==> src/rtl/sprite_motion.sv <==
// Per-frame motion controller for one square sprite on the 640x480 raster.
// Selectable bounce/wrap/clamp edges, keyboard steering and a pause toggle.
module sprite_motion #(
   parameter int X_MIN = 0,
   parameter int X_MAX = 639,
   parameter int Y_MIN = 0,
   parameter int Y_MAX = 479,
   parameter int X_START = 320,
   parameter int Y_START = 240,
   parameter int SIZE = 16,
   parameter int STEP = 1,
   parameter int SPEED_W = 4,
   parameter int EDGE_MODE = 0,
   parameter logic [7:0] KEY_UP = 8'h1A,
   parameter logic [7:0] KEY_DOWN = 8'h16,
   parameter logic [7:0] KEY_LEFT = 8'h04,
   parameter logic [7:0] KEY_RIGHT = 8'h07,
   parameter logic [7:0] KEY_PAUSE = 8'h2C
) (
   input  logic               frame_clk,
   input  logic               Reset,
   input  logic [7:0]         keycode,
   input  logic [SPEED_W-1:0] speed,
   output logic [9:0]         SpriteX,
   output logic [9:0]         SpriteY,
   output logic [9:0]         SpriteS,
   output logic [1:0]         DirX,
   output logic [1:0]         DirY,
   output logic               edge_hit,
   output logic               paused
);

   localparam logic [0:0] ST_RUN    = 1'b0;
   localparam logic [0:0] ST_PAUSED = 1'b1;

   localparam logic [1:0] DIR_POS  = 2'b01;
   localparam logic [1:0] DIR_NEG  = 2'b11;
   localparam logic [1:0] DIR_ZERO = 2'b00;

   localparam logic [1:0] MODE = 2'(EDGE_MODE);

   localparam logic signed [11:0] LO_X = 12'(X_MIN + SIZE);
   localparam logic signed [11:0] HI_X = 12'(X_MAX - SIZE);
   localparam logic signed [11:0] LO_Y = 12'(Y_MIN + SIZE);
   localparam logic signed [11:0] HI_Y = 12'(Y_MAX - SIZE);

   typedef struct packed {
      logic [9:0] pos;
      logic [1:0] dir;
      logic       hit;
   } axis_t;

   // One axis of motion: signed 12-bit sum so crossing 0 or 1023 never aliases.
   function automatic axis_t axis_step(input logic [9:0] pos, input logic [1:0] dir,
                                       input logic [11:0] mag,
                                       input logic signed [11:0] lo,
                                       input logic signed [11:0] hi);
      logic signed [11:0] p;
      logic signed [11:0] nxt;
      axis_t r;
      p = signed'({2'b00, pos});
      case (dir)
         DIR_POS: nxt = p + signed'(mag);
         DIR_NEG: nxt = p - signed'(mag);
         default: nxt = p;
      endcase
      r.pos = pos;
      r.dir = dir;
      r.hit = 1'b0;
      if (nxt > hi) begin
         r.hit = 1'b1;
         r.pos = (MODE == 2'd1) ? 10'(lo) : 10'(hi);
         r.dir = (MODE == 2'd0) ? DIR_NEG : ((MODE == 2'd1) ? dir : DIR_ZERO);
      end else if (nxt < lo) begin
         r.hit = 1'b1;
         r.pos = (MODE == 2'd1) ? 10'(hi) : 10'(lo);
         r.dir = (MODE == 2'd0) ? DIR_POS : ((MODE == 2'd1) ? dir : DIR_ZERO);
      end else begin
         r.pos = 10'(nxt);
      end
      return r;
   endfunction

   logic [9:0]         r_x, r_y;
   logic [1:0]         r_dx, r_dy;
   logic               r_hit;
   logic [0:0]         r_state;
   logic [7:0]         r_key_prev;

   logic [SPEED_W-1:0] w_spd;
   logic [11:0]        w_mag;
   logic               w_pause_rise;
   axis_t              w_ax, w_ay;
   logic [9:0]         w_nx, w_ny;
   logic [1:0]         w_ndx, w_ndy;
   logic               w_nhit;
   logic [0:0]         w_nstate;

   assign w_spd        = (speed == '0) ? SPEED_W'(1) : speed;
   assign w_mag        = 12'(STEP * int'(w_spd));
   assign w_pause_rise = (keycode == KEY_PAUSE) && (r_key_prev != KEY_PAUSE);
   assign w_ax         = axis_step(r_x, r_dx, w_mag, LO_X, HI_X);
   assign w_ay         = axis_step(r_y, r_dy, w_mag, LO_Y, HI_Y);

   // Next-state: pause edge beats keys; keys beat edge-induced direction changes.
   always_comb begin
      w_nx     = r_x;
      w_ny     = r_y;
      w_ndx    = r_dx;
      w_ndy    = r_dy;
      w_nhit   = 1'b0;
      w_nstate = r_state;
      case (r_state)
         ST_RUN: begin
            if (w_pause_rise) begin
               w_nstate = ST_PAUSED;
            end else begin
               w_nx   = w_ax.pos;
               w_ny   = w_ay.pos;
               w_ndx  = w_ax.dir;
               w_ndy  = w_ay.dir;
               w_nhit = w_ax.hit | w_ay.hit;
               case (keycode)
                  KEY_UP:    begin w_ndy = DIR_NEG; w_ndx = DIR_ZERO; end
                  KEY_DOWN:  begin w_ndy = DIR_POS; w_ndx = DIR_ZERO; end
                  KEY_LEFT:  begin w_ndx = DIR_NEG; w_ndy = DIR_ZERO; end
                  KEY_RIGHT: begin w_ndx = DIR_POS; w_ndy = DIR_ZERO; end
                  default:   begin end
               endcase
            end
         end
         ST_PAUSED: begin
            if (w_pause_rise) begin
               w_nstate = ST_RUN;
            end else begin
               w_nstate = ST_PAUSED;
            end
         end
         default: w_nstate = ST_RUN;
      endcase
   end

   // State registers with synchronous reset.
   always_ff @(posedge frame_clk) begin
      if (Reset) begin
         r_x        <= 10'(X_START);
         r_y        <= 10'(Y_START);
         r_dx       <= DIR_POS;
         r_dy       <= DIR_ZERO;
         r_hit      <= 1'b0;
         r_state    <= ST_RUN;
         r_key_prev <= 8'h00;
      end else begin
         r_x        <= w_nx;
         r_y        <= w_ny;
         r_dx       <= w_ndx;
         r_dy       <= w_ndy;
         r_hit      <= w_nhit;
         r_state    <= w_nstate;
         r_key_prev <= keycode;
      end
   end

   assign SpriteX  = r_x;
   assign SpriteY  = r_y;
   assign SpriteS  = 10'(SIZE);
   assign DirX     = r_dx;
   assign DirY     = r_dy;
   assign edge_hit = r_hit;
   assign paused   = (r_state == ST_PAUSED);

endmodule
==> config.mk <==
export PLATFORM = sky130hd
export DESIGN_NAME = sprite_motion
export DESIGN_NICKNAME = d
export VERILOG_FILES = /design/src/rtl/sprite_motion.sv
export SDC_FILE = /design/constraint.sdc
export NUM_CORES = 1
export LEC_CHECK = 0
export CAP_MARGIN = 30
export CORE_MARGIN = 3
export CORE_UTILIZATION = 55
export CTS_CLUSTER_DIAMETER = 60
export DETAILED_ROUTE_END_ITERATION = 7
export GPL_TIMING_DRIVEN = 0
export PLACE_DENSITY = 0.82
export SYNTH_ARGS = -nofsm -noshare
export SYNTH_HDL_FRONTEND = slang
export SYNTH_SLANG_ARGS = --single-unit
==> constraint.sdc <==
create_clock -name frame_clk -period 9.55 [get_ports frame_clk]
set_input_delay 1.91 -clock frame_clk [delete_from_list [all_inputs] [get_ports frame_clk]]
set_output_delay 1.91 -clock frame_clk [all_outputs]
set_load 0.005 [all_outputs]
==> results.md <==
* Synth area leader: dfxtp_1
* Clock power share at a little over a quarter
* Async set or reset register ratio after synthesis at 0%
* Synth Cell Area at roughly 3000 um^2
* Yosys cell types at 81
* DR iter-0 viols at 183
* H-tree Lvls at 2
* Global Route Usage Sum at between 20 and 25%
* Switching power at about 0.14 mW
* Crit path largest cell delay at approximately 0.74 ns
* Final setup fails at 0
* Leakage at 1.44 nW
* Drt total wl at between 7000 and 8000 um
* Post-synth top cells: 34 x dfxtp_1, 22 x inv_1, 22 x nor2_1
* Cell chain of the critical path: clkdlybuf4s50_1, inv_1, a31o_2, ha_1, fa_1, nor2b_1, o31ai_4, o22ai_1, o311ai_0, nand2b_1, o31ai_4, buf_6, o21ai_1, a31o_2
* Min-delay worst type: reg -> reg
* Die Wd at 80.9 um
* Power Internal at approximately 0.28 mW
* Post-layout nets at about 450
* Peak Freq at roughly 0.18 GHz
* Net Sw Frac at ~33%
* Syn Area/Cell at ~8.4 um^2
* Final Max Tran Viols at 0
* Vias in the first global route at 2668
* ANT nets after route at 0
* Status: completed
* First-pass GRT wire length at 12800 um
* Sequential power share at roughly two fifths
* Dpl hpwl at about 6100 um
* Pre-CTS WS at ~3.7 ns
* Gr ovfl total at 0
* Core area at 5270 um^2
* DR vias at 3020
* P per Cell Area at 112 nW/um^2
* Worst skew pair latency at 0.29 ns
* Area grow syn2layout at 19.4%
* Cts bufs inserted at 5
* I/O pins at 50
* N_diodes at 0
* Wirelength per Cell at around 16 um
* Crit path DAT at between 5 and 6 ns
* Most frequent cell after synthesis: dfxtp_1
* Number of max-cap violations at 0
* VDD IR-drop max at around 0.0001 V
* CTS tree: yes
* Root buf cell: clkbuf_8
* Initial antenna violation count at 0
* Clock skew at approximately 0.0054 ns
* Post_cts resized at 0
* Slew HR at 54.2%
* Crit-path max FO at 10
* # rows at 26
* Share of cells above drive strength 1 at 14.3%
* DRT Pass-1 Iters at 5
* Syn Inst Count at 365
* Initial core utilization at roughly three fifths
* Area contributors post-synth: dfxtp_1 22%, ha_1 6.9%, buf_4 3.4%, nor2b_1 3.2%, inv_1 2.7%
* Vias/cell at between 6 and 7
* DRC errors left at 0
* #FFs+latches synth at 34
* Setup TNS at 0 ns
* Post-synth EDFFs at 0
* Top-area cell type share of the netlist area at 22.1%
* Bufs on Longest Clock Path at 2
* Input/output buffers at 39
* Worst path slowest cell: clkdlybuf4s50_1
* Gpl congestion at about 0.92
* Post-layout util at 69.9%
* Clock sinks at 34
* Period utilization at just under 60%
* Cts hold-fix bufs at 0
* Die footprint at about 6500 um^2
* Worst Setup Start Kind: primary input
* Critical path class: in -> reg
* Ys flop type: dfxtp_1
* Worst Path Required at 9.73 ns
* Seq/Total Area, Yosys at 22.1%
* Combinational share of power at between 30% and 40%
* Die Ht at approximately 81 um
* Pin count of the biggest net entering global routing at 11
* CP Capture Type: flip-flop
* Post-CTS Setup Bufs at 0
* RSZ-0062 raised after global routing: no
* PnR worst setup slack at 3.99 ns
* Synth warn at 0
* Clk slew on worst S/H paths at 0.07 ns
* Tmin final at approximately 5.6 ns
* Worst-Margin Slew at 0.687 ns
* Final hold vios at 0
-- routing by layer --
metal	track usage [%]	wire length [um]	up-vias	share of wire, %
li1	-	-	1453	-
met1	34.1	3680	1431	46
met2	40.6	3690	116	46
met3	4.32	438	20	5.5
met4	4.90	135	0	1.7
met5	0	0	-	0
-- placed cells by master (no fill, tap or decap), types with 4 or more instances in the layout --
cell type	count
clkdlybuf4s50_1	39
dfxtp_1	34
inv_1	22
nor2_1	22
nand2_1	21
ha_1	17
nor2b_1	16
nand3_1	15
a21oi_1	15
buf_4	14
clkbuf_1	10
nand2b_1	10
conb_1	10
nor3_1	8
xnor2_1	8
mux2i_1	8
o21ai_0	7
a211o_1	7
a31oi_1	6
clkbuf_8	6
o21a_1	5
a311oi_1	5
nor4_1	5
a31o_2	4
nand4_1	4
a211oi_1	4
o21ai_1	4
or3_1	4
fa_1	4
-- state kept, by name (all words and copies together) (netlist names) --
| name | count |
|---|---|
| DirX | 2 |
| edge_hit | 1 |
| SpriteY | 10 |
| r_key_prev | 8 |
| paused | 1 |
| SpriteX | 10 |
| DirY | 2 |
-- metrics by stage --
| step | hold WS (ns) | std cells | power (mW) | cell area, um^2 |
|---|---|---|---|---|
| after floorplan | 0.499 | 373 | 0.259 | 3110 |
| after global routing | 0.573 | 490 | 0.436 | 3680 |
| after global placement | 0.507 | 482 | 0.301 | 3590 |
| after CTS | 0.537 | 490 | 0.412 | 3680 |
| final | 0.535 | 490 | 0.414 | 3680 |
| after detailed placement | 0.527 | 482 | 0.304 | 3590 |
-- worst paths after layout --
path / startpoint / end / slack, ns / cells past startpoint
hold reg to reg: SpriteY[9] / SpriteY[9] / 0.53 / 2
setup reg to reg: SpriteY[0] / SpriteY[4] / 6.37 / 11
hold / removal: SpriteY[9] / SpriteY[9] / 0.53 / 2
setup / recovery: speed[1] / SpriteX[3] / 3.99 / 14
-- cell type report --
| type | count | area [um^2] |
|---|---|---|
| fillers | 454 | 1590 |
| clock inverters | 1 | 5.00 |
| flip-flops and latches | 34 | 681 |
| clock buffers | 7 | 86.3 |
| plain buffers | 28 | 175 |
| well taps | 70 | 87.6 |
| multi-input cells | 287 | 2170 |
| inverters | 24 | 90.1 |
| repair buffers | 39 | 390 |
-- cell families (layout without fill, tap and decap cells) --
kind of cell    Yosys count  count (layout)  share of synthesized area (%)
simple gates            127             127                           23.2
compound gates          109             109                           30.3
buf+inv                  52              99                           8.60
flops                    34              34                           22.1
fa+ha+maj                21              21                           9.49
xor+xnor                 11              11                           3.12
mux                       9               9                           2.96
other cells               2              10                          0.243
-- power groups by stage --
stage | Sequential (mW) | Combinational (mW) | Clock [mW]
6_report | 0.160 | 0.145 | 0.109
5_1_grt | 0.161 | 0.159 | 0.116
4_1_cts | 0.160 | 0.142 | 0.110
3_5_place_dp | 0.163 | 0.141 | 0
3_3_place_gp | 0.163 | 0.138 | 0
2_1_floorplan | 0.162 | 0.0972 | 0
-- worst max-delay path: cells and delay by family --
kind,cells,cell delay (ns)
buffers and inverters,3,1.12
AOI/OAI and AO/OA,7,1.77
adders and majority gates,2,0.59
and+or+nand+nor,2,0.34
Note: power is estimated with default switching activity, not from simulation.
